### src/rtl/wide_add_seq_pkg.sv
// rtl/wide_add_seq_pkg.sv - shared types and defaults for the wide_add_seq sequencer
package wide_add_seq_pkg;

  typedef enum logic [1:0] {
    IDLE = 2'd0,
    RUN  = 2'd1,
    DONE = 2'd2
  } state_e;

  localparam int DEF_N     = 8;
  localparam int DEF_WORDS = 4;

  // Word index needs at least one bit even when WORDS is 1.
  function automatic int idx_width(input int words);
    return (words <= 1) ? 1 : $clog2(words);
  endfunction

endpackage

### src/rtl/adder_nbit.sv
// rtl/adder_nbit.sv - N-bit ripple adder slice with carry-in and carry-out
module adder_nbit #(
  parameter int N = 8
) (
  input  logic [N-1:0] a_i,
  input  logic [N-1:0] b_i,
  input  logic         cin_i,
  output logic [N-1:0] sum_o,
  output logic         cout_o
);

  logic [N:0] total;

  assign total  = {1'b0, a_i} + {1'b0, b_i} + {{N{1'b0}}, cin_i};
  assign sum_o  = total[N-1:0];
  assign cout_o = total[N];

endmodule

### src/rtl/wide_add_seq.sv
// rtl/wide_add_seq.sv - W-bit adder time-sharing one N-bit slice, LS word first
// Optional signed-overflow output enabled by defining WIDE_ADD_SEQ_OVF_EN.
module wide_add_seq
  import wide_add_seq_pkg::*;
#(
  parameter int N     = DEF_N,
  parameter int WORDS = DEF_WORDS
) (
  input  logic               clk,
  input  logic               rst,
  input  logic               in_valid,
  output logic               in_ready,
  input  logic [N*WORDS-1:0] in_a,
  input  logic [N*WORDS-1:0] in_b,
  input  logic               in_cin,
  output logic               out_valid,
  input  logic               out_ready,
  output logic [N*WORDS-1:0] out_sum,
  output logic               out_cout,
  output logic               busy
`ifdef WIDE_ADD_SEQ_OVF_EN
  ,
  output logic               out_ovf
`endif
);

  localparam int W  = N * WORDS;
  localparam int IW = idx_width(WORDS);
  localparam logic [IW-1:0] LAST = IW'(WORDS - 1);

  state_e        state_q;
  logic [W-1:0]  a_q;
  logic [W-1:0]  b_q;
  logic [W-1:0]  sum_q;
  logic          carry_q;
  logic [IW-1:0] idx_q;
  logic [N-1:0]  slice_sum;
  logic          slice_cout;

  adder_nbit #(.N(N)) u_slice (
    .a_i   (a_q[idx_q*N +: N]),
    .b_i   (b_q[idx_q*N +: N]),
    .cin_i (carry_q),
    .sum_o (slice_sum),
    .cout_o(slice_cout)
  );

  always_ff @(posedge clk) begin
    if (rst) begin
      state_q <= IDLE;
      a_q     <= '0;
      b_q     <= '0;
      sum_q   <= '0;
      carry_q <= 1'b0;
      idx_q   <= '0;
    end else begin
      unique case (state_q)
        IDLE: begin
          if (in_valid) begin
            a_q     <= in_a;
            b_q     <= in_b;
            carry_q <= in_cin;
            idx_q   <= '0;
            state_q <= RUN;
          end
        end
        RUN: begin
          sum_q[idx_q*N +: N] <= slice_sum;
          carry_q             <= slice_cout;
          idx_q               <= idx_q + 1'b1;
          if (idx_q == LAST) state_q <= DONE;
        end
        DONE: begin
          if (out_ready) state_q <= IDLE;
        end
        default: state_q <= IDLE;
      endcase
    end
  end

  // Handshake flags come from state only; in_ready is additionally masked by reset.
  assign in_ready  = (state_q == IDLE) && !rst;
  assign out_valid = (state_q == DONE);
  assign busy      = (state_q != IDLE);
  assign out_sum   = sum_q;
  assign out_cout  = carry_q;

`ifdef WIDE_ADD_SEQ_OVF_EN
  logic ovf_q;
  logic ovf_d;

  assign ovf_d = (a_q[W-1] == b_q[W-1]) && (slice_sum[N-1] != a_q[W-1]);

  always_ff @(posedge clk) begin
    if (rst) begin
      ovf_q <= 1'b0;
    end else if (state_q == RUN && idx_q == LAST) begin
      ovf_q <= ovf_d;
    end
  end

  assign out_ovf = ovf_q;
`endif

endmodule

### config.mk
export PLATFORM = sky130hd
export DESIGN_NAME = wide_add_seq
export DESIGN_NICKNAME = d
export VERILOG_FILES = /design/src/rtl/wide_add_seq_pkg.sv /design/src/rtl/adder_nbit.sv /design/src/rtl/wide_add_seq.sv
export SDC_FILE = /design/constraint.sdc
export NUM_CORES = 1
export LEC_CHECK = 0
export CAP_MARGIN = 20
export CELL_PAD_IN_SITES_DETAIL_PLACEMENT = 1
export CELL_PAD_IN_SITES_GLOBAL_PLACEMENT = 2
export CORE_MARGIN = 2
export CORE_UTILIZATION = 30
export CTS_CLUSTER_DIAMETER = 40
export CTS_CLUSTER_SIZE = 12
export DETAILED_ROUTE_END_ITERATION = 16
export GPL_ROUTABILITY_DRIVEN = 0
export GPL_TIMING_DRIVEN = 0
export PLACE_DENSITY_LB_ADDON = 0.1
export SLEW_MARGIN = 30
export SYNTH_ARGS = -nofsm -noshare
export SYNTH_HDL_FRONTEND = slang
export SYNTH_SLANG_ARGS = --single-unit
### constraint.sdc
create_clock -name clk -period 4.2 [get_ports clk]
set_clock_uncertainty 0.15 [all_clocks]
set_input_delay 0.63 -clock clk [delete_from_list [all_inputs] [get_ports clk]]
set_output_delay 0.63 -clock clk [all_outputs]
set_load 0.01 [all_outputs]
After elaboration in Yosys (flattened, before gate mapping)
Index checks and enable logic that the tools add are counted.
{"block": "classes", "mul": 0, "bitwise_logic": 0, "n_reduce_logical": 8, "n_shift": 4, "n_addsub": 4, "eq_ne": 6, "muxes": 9, "n_div": 0, "order_cmp": 0}
{"op": "$shiftx A32 B6 Y8", "n": 2}
{"op": "$neg A5 Y34", "n": 1}
{"op": "$shift A8 B34 Y32 const A", "n": 1}
{"op": "$shiftx A8 B34 Y32", "n": 1}
{"op": "$bwmux W32", "n": 1}
{"op": "$add A8 B8 Y9", "n": 1}
{"op": "$add A9 B1 Y9", "n": 1}
{"op": "$mux W2", "n": 4}
{"op": "$pmux W2 S3", "n": 1}
{"op": "$eq A2 B2 Y1 const B", "n": 2}
{"op": "$ne A2 B2 Y1 const B", "n": 2}
{"op": "$pmux W2 S2", "n": 1}
{"op": "$reduce_and A2 Y1", "n": 2}
{"op": "$reduce_bool A2 Y1", "n": 2}
{"op": "$reduce_and A3 Y1", "n": 1}
{"op": "$add A2 B1 Y2 const B", "n": 1}
{"op": "$eq A2 B1 Y1 const B", "n": 1}
{"op": "$logic_not A2 Y1", "n": 1}
{"op": "$ne A2 B1 Y1 const B", "n": 1}
{"op": "$pmux W1 S2", "n": 1}
{"op": "$logic_and A1 B1 Y1", "n": 1}
{"op": "$logic_not A1 Y1", "n": 1}
{"op": "$mux W1", "n": 1}
{"block": "word_totals", "inputBits": 69, "regBits": 101, "word_cells": 37, "memories": 0, "out_inout_bits": 36, "mem_bits_rw": 0, "mem_bits_ro": 0, "latchBits": 0}

Logic depth before layout (Yosys ltp)
Gate-level depths: netlist of the first run.
{"block": "depth", "word_depth": 5, "mapped_depth": 10, "depth_no_buf": 8}

By module
From an unflattened synthesis of the first run, not the netlist that was laid out.
{"block": "unflattened", "cells_unflattened": 487, "area_unflattened_um2": 4464.3}
{"mod": "wide_add_seq", "instances": 1, "seq_area_each_um2": 2021.9, "area_per_inst_um2": 4132.7, "cells_per_inst": 445}
{"mod": "adder_nbit", "instances": 1, "seq_area_each_um2": 0.0, "area_per_inst_um2": 331.6, "cells_per_inst": 42}

Worst setup path before layout of the first run
Ideal clock, no wire load.
{"block": "synth_path", "path_kind": "register to register", "startpoint": "register idx_q[0]", "endpoint": "register sum_q[14], in the netlist out_sum[14]", "setup_time_ps": 133, "t_arrival_ps": 2842, "synth_period_minus_slack_ps": 3125, "setup_slack_ps": 1075, "required_ps": 3917, "n_path_buf": 2, "path_stages_with_launch": 11, "path_cell_list": "dfxtp_1 > buf_2 > buf_4 > mux4_2 > fa_1 > inv_1 > fa_1 > nand2b_1 > a2111oi_0 > a211oi_1 > o21ai_0"}
{"block": "synth_between", "elab_chain_cells": 5, "word_cells_on_any_way": 8, "cone_classes": "3 x add/sub; 4 x shift; 1 x mux"}
{"item": "start, declared", "line_no": "wide_add_seq.sv:36", "text": "logic [IW-1:0] idx_q;"}
{"item": "start signal, assigned", "line_no": "wide_add_seq.sv:70", "text": "idx_q <= idx_q + 1'b1;"}
{"item": "$shiftx A32 B6 Y8 (on tied branches)", "line_no": "wide_add_seq.sv:41, wide_add_seq.sv:42"}
{"item": "$add A8 B8 Y9", "line_no": "adder_nbit.sv:14", "text": "assign total = {1'b0, a_i} + {1'b0, b_i} + {{N{1'b0}}, cin_i};"}
{"item": "$add A9 B1 Y9", "line_no": "adder_nbit.sv:14"}
{"item": "$shiftx A8 B34 Y32", "line_no": "wide_add_seq.sv:68", "text": "sum_q[idx_q*N +: N] <= slice_sum;"}
{"item": "$bwmux W32 (*)", "line_no": "wide_add_seq.sv:68"}
{"item": "end signal, assigned by index", "line_no": "wide_add_seq.sv:68"}
{"item": "end, declared", "line_no": "wide_add_seq.sv:34", "text": "logic [W-1:0] sum_q;"}
Mark *: on every way between the ends. The rest lies on a longest branch, timed or not.
A chain may end at the register's enable or synchronous reset.

Final worst setup path of the first run
{"block": "layout_path", "startpoint": "register idx_q[0]", "endpoint": "register sum_q[22], in the netlist out_sum[22]"}
Same word-level chain as after synthesis.

==> out/summary.txt, run 1 <==
PD cells = 370.6 mW/mm2
RSZ-0062 raised after global routing = false
HPWL after DPL = 10760 um
PortBufs = 104
Synth Flop Type = dfxtp_1
DR WL/cell = 17.34 um
vias per cell = 4.975
most frequent cells in the layout = nand2_1 (137), clkdlybuf4s50_1 (104), dfxtp_1 (101), a21oi_1 (74), clkbuf_1 (23)
Avg Inst Size Synth = 8.919 um2
Post-synth EDFFs = 0
Worst EP required = 4260 ps
end point of the critical path = out_sum[22]$_SDFFE_PP0P_
drc violations = 0
DRT antenna net count = 0
CTS tree = done
Mapped Nets = 588
Yosys reg bits = 101
Final nets = 703
worst skew pair latency = 350 ps
core region area = 0.01459 mm2
slew margin rel. = 53.61%
r2r endpoint = out_sum[22]$_SDFFE_PP0P_
Setup TNS Final = 0 ps
Lkg Pwr = 2.168 nW
synth-to-layout area growth = 35.39%
Worst Reg-to-Reg Cells = 10
CTS HTree Levels = 3
1st-pass router iterations = 6
CTS clk-pin slew, worst paths = 70 ps
Mapped Cells = 505
total gr overflow = 0
Die Span Y = 126.5 um
Worst IR Drop VDD = 0.1881 mV
Die ar. = 0.01601 mm2
worst slew pin tran = 695.9 ps
critical path endpoint category = register
fin. max-slew vios = 0
max-cap violations = 0
period utilization = 89.22%
share of post-route cells with drive strength above 1 = 8.480%
critical path arrival = 3810 ps
Hold Crit Class = register to register
Post-synth ARST share = 0%
Die X = 126.5 um
crit path max fanout = 10
status = finished, final reports clean
RR Startpoint = idx_q[0]$_SDFFE_PP0P_
Final WS setup = 452.7 ps
placed insts = 793
Final min period = 3747 ps
root buffer cell = clkbuf_16
initial core utilization = 30.87%
initial antenna violation count = 0
ANT cells = 0
FMAX = 266.9 MHz
global-route wire length before repair = 22240 um
clk sinks = 101
sequential cell area fraction in the yosys report = 44.89%
Yosys warning count = 0
CP Launch Type = register
worst setup path start = idx_q[0]$_SDFFE_PP0P_
total track usage = 17.99%
TritonCTS Buffers = 9
post-route insts no fill = 809
WL final = 14030 um
via count = 4025
dpl ws = -74.32 ps
largest net degree at the start of global routing = 17
Iter 0 DRT Violations = 142
vias in the first global route = 4131
Util after Layout = 41.80%
I/O Pins = 105
Final Hold Viols = 0
R2R Setup Slk = 450 ps
WS Path Type = register to register
# rows = 44
commonest non-fill, non-tap cell in the layout = nand2_1
Clock Path Buffers = 2
hold-fix buffers at CTS = 0
Setup Viol. Count Final = 0
mapped cell area = 0.004504 mm2
Distinct cells, synth = 43
metal layers:
metal	GRT usage (%)	wire length, um
met1	22.46	6380
met2	31.68	6953
met3	4.175	576
met4	3.878	118
met5	0	0
cell type report:
cell class | instances | area (um2)
Multi-Input combinational cell | 362 | 2308
Sequential cell | 101 | 2022
Inverter | 10 | 37.54
Clock buffer | 11 | 232.7
Fill cell | 1700 | 8491
Tap cell | 184 | 230.2
Timing Repair Buffer | 104 | 1041
Buffer | 32 | 142.6
Clock inverter | 5 | 83.83
flip-flops by register name (all words and copies together), names as in the netlist:
name and count:
idx_q 2, out_sum 32, state_q 2, b_q 32
a_q 32, out_cout 1
worst min-delay path by stage:
stage	depth (start not counted)	start	endpoint
global route	2	a_q[9]$_SDFFE_PP0P_	a_q[9]$_SDFFE_PP0P_
floorplan	2	a_q[16]$_SDFFE_PP0P_	a_q[16]$_SDFFE_PP0P_
CTS	2	b_q[18]$_SDFFE_PP0P_	b_q[18]$_SDFFE_PP0P_
finish	2	a_q[14]$_SDFFE_PP0P_	a_q[14]$_SDFFE_PP0P_
detailed placement	2	b_q[18]$_SDFFE_PP0P_	b_q[18]$_SDFFE_PP0P_
global placement	2	b_q[2]$_SDFFE_PP0P_	b_q[2]$_SDFFE_PP0P_
stage by stage:
stage | cell area (um2) | hold WS [ps] | power, mW
2_1_floorplan | 4504 | 283.1 | 1.227
3_3_place_gp | 5776 | 290.8 | 1.379
3_5_place_dp | 5776 | 297.4 | 1.388
4_1_cts | 6093 | 307.1 | 2.291
5_1_grt | 6098 | 326.2 | 2.366
6_report | 6098 | 303.5 | 2.260
critical path, stage by stage (launching register included):
cell	delay, ps
dfxtp_1	460
buf_2	410
buf_4	330
mux4_2	600
fa_1	440
inv_1	100
fa_1	200
nand2b_1	170
a2111oi_0	130
a211oi_2	440
o21ai_0	170
synth_stat cells (all sizes together) (2+ instances only):
| cell type | instances | area, um2 |
|---|---|---|
| inv | 10 | 37.54 |
| nand2b | 4 | 25.02 |
| nor3b | 2 | 15.01 |
| or2b | 2 | 15.01 |
| ha | 12 | 150.1 |
| a22oi | 13 | 97.59 |
| nand2 | 137 | 514.2 |
| buf | 10 | 58.81 |
| a31oi | 5 | 31.28 |
| fa | 2 | 40.04 |
| a211oi | 3 | 22.52 |
| mux2i | 2 | 20.02 |
| a21boi | 2 | 15.01 |
| clkbuf | 22 | 82.58 |
| a21o | 3 | 22.52 |
| o21ai | 14 | 70.07 |
| or3b | 5 | 43.80 |
| nor2 | 20 | 77.58 |
| a21oi | 74 | 370.4 |
| or2 | 2 | 12.51 |
| xnor2 | 2 | 17.52 |
| dfxtp | 101 | 2022 |
| nor4b | 2 | 47.55 |
| nand3 | 5 | 25.02 |
| o211ai | 7 | 52.55 |
| nand3b | 18 | 163.9 |
| mux4 | 16 | 360.4 |
kinds of logic (layout without fill, tap and decap cells):
family	after synthesis	after routing	share of synthesized area (%)
adders and majority gates	14	14	4.222
buffers and inverters	42	162	3.972
and+or+nand+nor	202	202	21.94
xor gates and xnor gates	2	2	0.3890
muxes	18	18	8.445
AOI/OAI and AO/OA	126	126	16.14
DFF	101	101	44.89
where the power goes:
group	switching (mW)	total (mW)	internal, mW
sequential	0.0245	1.02	0.999
clock	0.374	0.899	0.525
combinational	0.180	0.338	0.158
total	0.578	2.26	1.68
repair_timing:
item | CTS | global route
gates resized for setup | 1 | 1
setup buffers | 0 | 0
endpoints found under the setup margin | 4 | 4
endpoints found under the hold margin | 0 | 0
Power figures use the tool's default switching activity.
==> run 2, diff against run 1 <==
- SYNTH_HIERARCHICAL: default -> 1
==> out/summary.txt, run 2 <==
status = finished, final reports clean (unchanged)
crit path max fanout = 10 (unchanged)
CTS clk-pin slew, worst paths = 70 ps (about the same)
WL final = 13600 um (was 14030 um)
DRT antenna net count = 0 (unchanged)
commonest non-fill, non-tap cell in the layout = nand2_1 (unchanged)
worst slew pin tran = 647.8 ps (was 695.9 ps)
Setup Viol. Count Final = 0 (unchanged)
vias in the first global route = 3983 (was 4131)
initial antenna violation count = 0 (unchanged)
drc violations = 0 (unchanged)
Setup TNS Final = 0 ps (unchanged)
Util after Layout = 41.76% (was 41.80%)
PortBufs = 104 (unchanged)
PD cells = 385.2 mW/mm2 (was 370.6 mW/mm2)
Mapped Nets = 570 (was 588)
min-delay src = out_sum[10]$_SDFFE_PP0P_ (was a_q[14]$_SDFFE_PP0P_)
synth-to-layout area growth = 35.96% (was 35.39%)
Lkg Pwr = 2.284 nW (was 2.168 nW)
hold-fix buffers at CTS = 0 (unchanged)
slew margin rel. = 56.81% (was 53.61%)
Yosys reg bits = 101 (unchanged)
DR WL/cell = 17.21 um (was 17.34 um)
root buffer cell = clkbuf_16 (unchanged)
initial core utilization = 30.72% (was 30.87%)
sequential cell area fraction in the yosys report = 45.29% (was 44.89%)
TritonCTS Buffers = 9 (unchanged)
Worst Reg-to-Reg Cells = 11 (was 10)
mapped cell area = 0.004464 mm2 (was 0.004504 mm2)
CP Launch Type = register (unchanged)
Final nets = 685 (was 703)
total track usage = 17.71% (was 17.99%)
largest net degree at the start of global routing = 16 (was 17)
total gr overflow = 0 (unchanged)
fin. max-slew vios = 0 (unchanged)
hold depth = 2 (unchanged)
R2R Setup Slk = 310 ps (was 450 ps)
ANT cells = 0 (unchanged)
I/O Pins = 105 (unchanged)
core region area = 0.01453 mm2 (was 0.01459 mm2)
most common library cells after synthesis = nand2_1 (135), dfxtp_1 (101), a21oi_1 (76), a22o_1 (20), mux4_2 (16) (was nand2_1 (137), dfxtp_1 (101), a21oi_1 (74), clkbuf_1 (22), nor2_1 (19))
share of post-route cells with drive strength above 1 = 10.23% (was 8.480%)
worst skew pair latency = 350 ps (about the same)
HPWL after DPL = 10430 um (was 10760 um)
Die Span Y = 126.0 um (was 126.5 um)
Post-synth ARST share = 0% (unchanged)
most frequent cells in the layout = nand2_1 (135), clkdlybuf4s50_1 (104), dfxtp_1 (101), a21oi_1 (76), a22o_1 (20) (was nand2_1 (137), clkdlybuf4s50_1 (104), dfxtp_1 (101), a21oi_1 (74), clkbuf_1 (23))
Final Hold Viols = 0 (unchanged)
global-route wire length before repair = 21620 um (was 22240 um)
via count = 3883 (was 4025)
Hold Crit Class = register to register (unchanged)
Iter 0 DRT Violations = 193 (was 142)
Synth top area share = 45.29% (was 44.89%)
vias per cell = 4.915 (was 4.975)
period utilization = 92.67% (was 89.22%)
ranking of synthesized cells by area = dfxtp_1 (45%), nand2_1 (11%), a21oi_1 (8.5%), mux4_2 (8.1%), a22o_1 (3.9%) (was dfxtp_1 (45%), nand2_1 (11%), a21oi_1 (8.2%), mux4_2 (8.0%), ha_1 (3.3%))
FMAX = 256.9 MHz (was 266.9 MHz)
Die ar. = 0.01587 mm2 (was 0.01601 mm2)
Synth Flop Type = dfxtp_1 (unchanged)
1st-pass router iterations = 4 (was 6)
max-cap violations = 0 (unchanged)
CTS tree = done (unchanged)
Worst IR Drop VDD = 0.2300 mV (was 0.1881 mV)
critical path arrival = 4000 ps (was 3810 ps)
RSZ-0062 raised after global routing = false (unchanged)
CTS HTree Levels = 3 (unchanged)
clk sinks = 101 (unchanged)
RR Startpoint = idx_q[0]$_SDFFE_PP0P_ (unchanged)
Avg Inst Size Synth = 9.167 um2 (was 8.919 um2)
WS Path Type = register to register (unchanged)
Worst EP required = 4300 ps (was 4260 ps)
Mapped Cells = 487 (was 505)
critical path endpoint category = register (unchanged)
worst hold slack = 304.1 ps (was 303.5 ps)
Yosys warning count = 6 (was 0)
Die X = 126.0 um (was 126.5 um)
Final min period = 3892 ps (was 3747 ps)
Distinct cells, synth = 47 (was 43)
worst setup path start = idx_q[0]$_SDFFE_PP0P_ (unchanged)
cell with the most instances after synthesis = nand2_1 (unchanged)
leading area contributor after synthesis = dfxtp_1 (unchanged)
# resized after CTS = 0 (was 1)
# rows = 44 (unchanged)
Setup Buffers After CTS = 0 (unchanged)
Clock Path Buffers = 2 (unchanged)
Post-synth EDFFs = 0 (unchanged)
-- run 2: cell types whose count changed in the layout (fill, tap and decap cells not counted), moves of 5 or more --
cell and delta:
buf_4 +9, o21ai_0 -11, buf_6 +6, clkbuf_1 -12, o32ai_1 +8, a22o_1 +20
a31oi_1 -5, a22oi_1 -12, o211ai_1 -7, nand2b_1 +6, nor2_1 -11, nand3b_1 -14
-- run 2: area by class of cell --
type | instances | area (um2)
buffer | 35 | 230.2
clock buffer | 12 | 266.5
clock inverter | 3 | 67.56
fill | 1721 | 8464
inverter | 15 | 56.30
multi-input combinational | 336 | 2156
sequential | 101 | 2022
tap | 184 | 230.2
timing repair buffer | 104 | 1041
-- run 2: power breakdown --
| group | switching [mW] | internal [mW] |
|---|---|---|
| clock network | 0.360 | 0.568 |
| logic | 0.200 | 0.178 |
| registers | 0.0293 | 1.00 |
-- run 2: path summary, 6_finish.rpt --
check	endpoint
worst min-delay path	out_sum[10]$_SDFFE_PP0P_
worst max register to register	out_sum[6]$_SDFFE_PP0P_
worst max-delay path	out_sum[6]$_SDFFE_PP0P_
worst min register to register	out_sum[10]$_SDFFE_PP0P_
-- run 2: metal layers --
layer / part of all wire [%] / up-vias / track usage, %
met1: 46 / 1871 / 23.11
met5: 0 / - / 0
met2: 48 / 83 / 30.11
met3: 4.3 / 11 / 3.059
met4: 1.3 / 0 / 5.236
li1: - / 1918 / -
-- run 2: critical path, stage by stage, from the launching register on --
cell	delay [ps]
dfxtp_1	430
buf_4	280
buf_4	280
mux4_2	560
fa_1	480
fa_1	420
a21oi_1	230
nor2_1	80
nor2_1	180
xnor2_1	330
inv_1	90
o32ai_1	270
-- run 2: through the flow --
| step | total power [mW] | cell area (um2) | setup slack (ps) | instances |
|---|---|---|---|---|
| after floorplan | 1.265 | 4464 | 912.9 | 487 |
| after global placement | 1.428 | 5736 | 408.6 | 775 |
| after detailed placement | 1.438 | 5736 | 361.2 | 775 |
| after CTS | 2.370 | 6070 | 313.8 | 790 |
| after global routing | 2.444 | 6070 | 59.09 | 790 |
| final | 2.338 | 6070 | 307.8 | 790 |
-- run 2: cell families after synthesis --
group	share of synthesized area (%)
xor+xnor	0.7849
flops	45.29
simple gates	18.13
buf+inv	6.418
fa+ha+maj	4.260
compound gates	16.59
mux	8.520
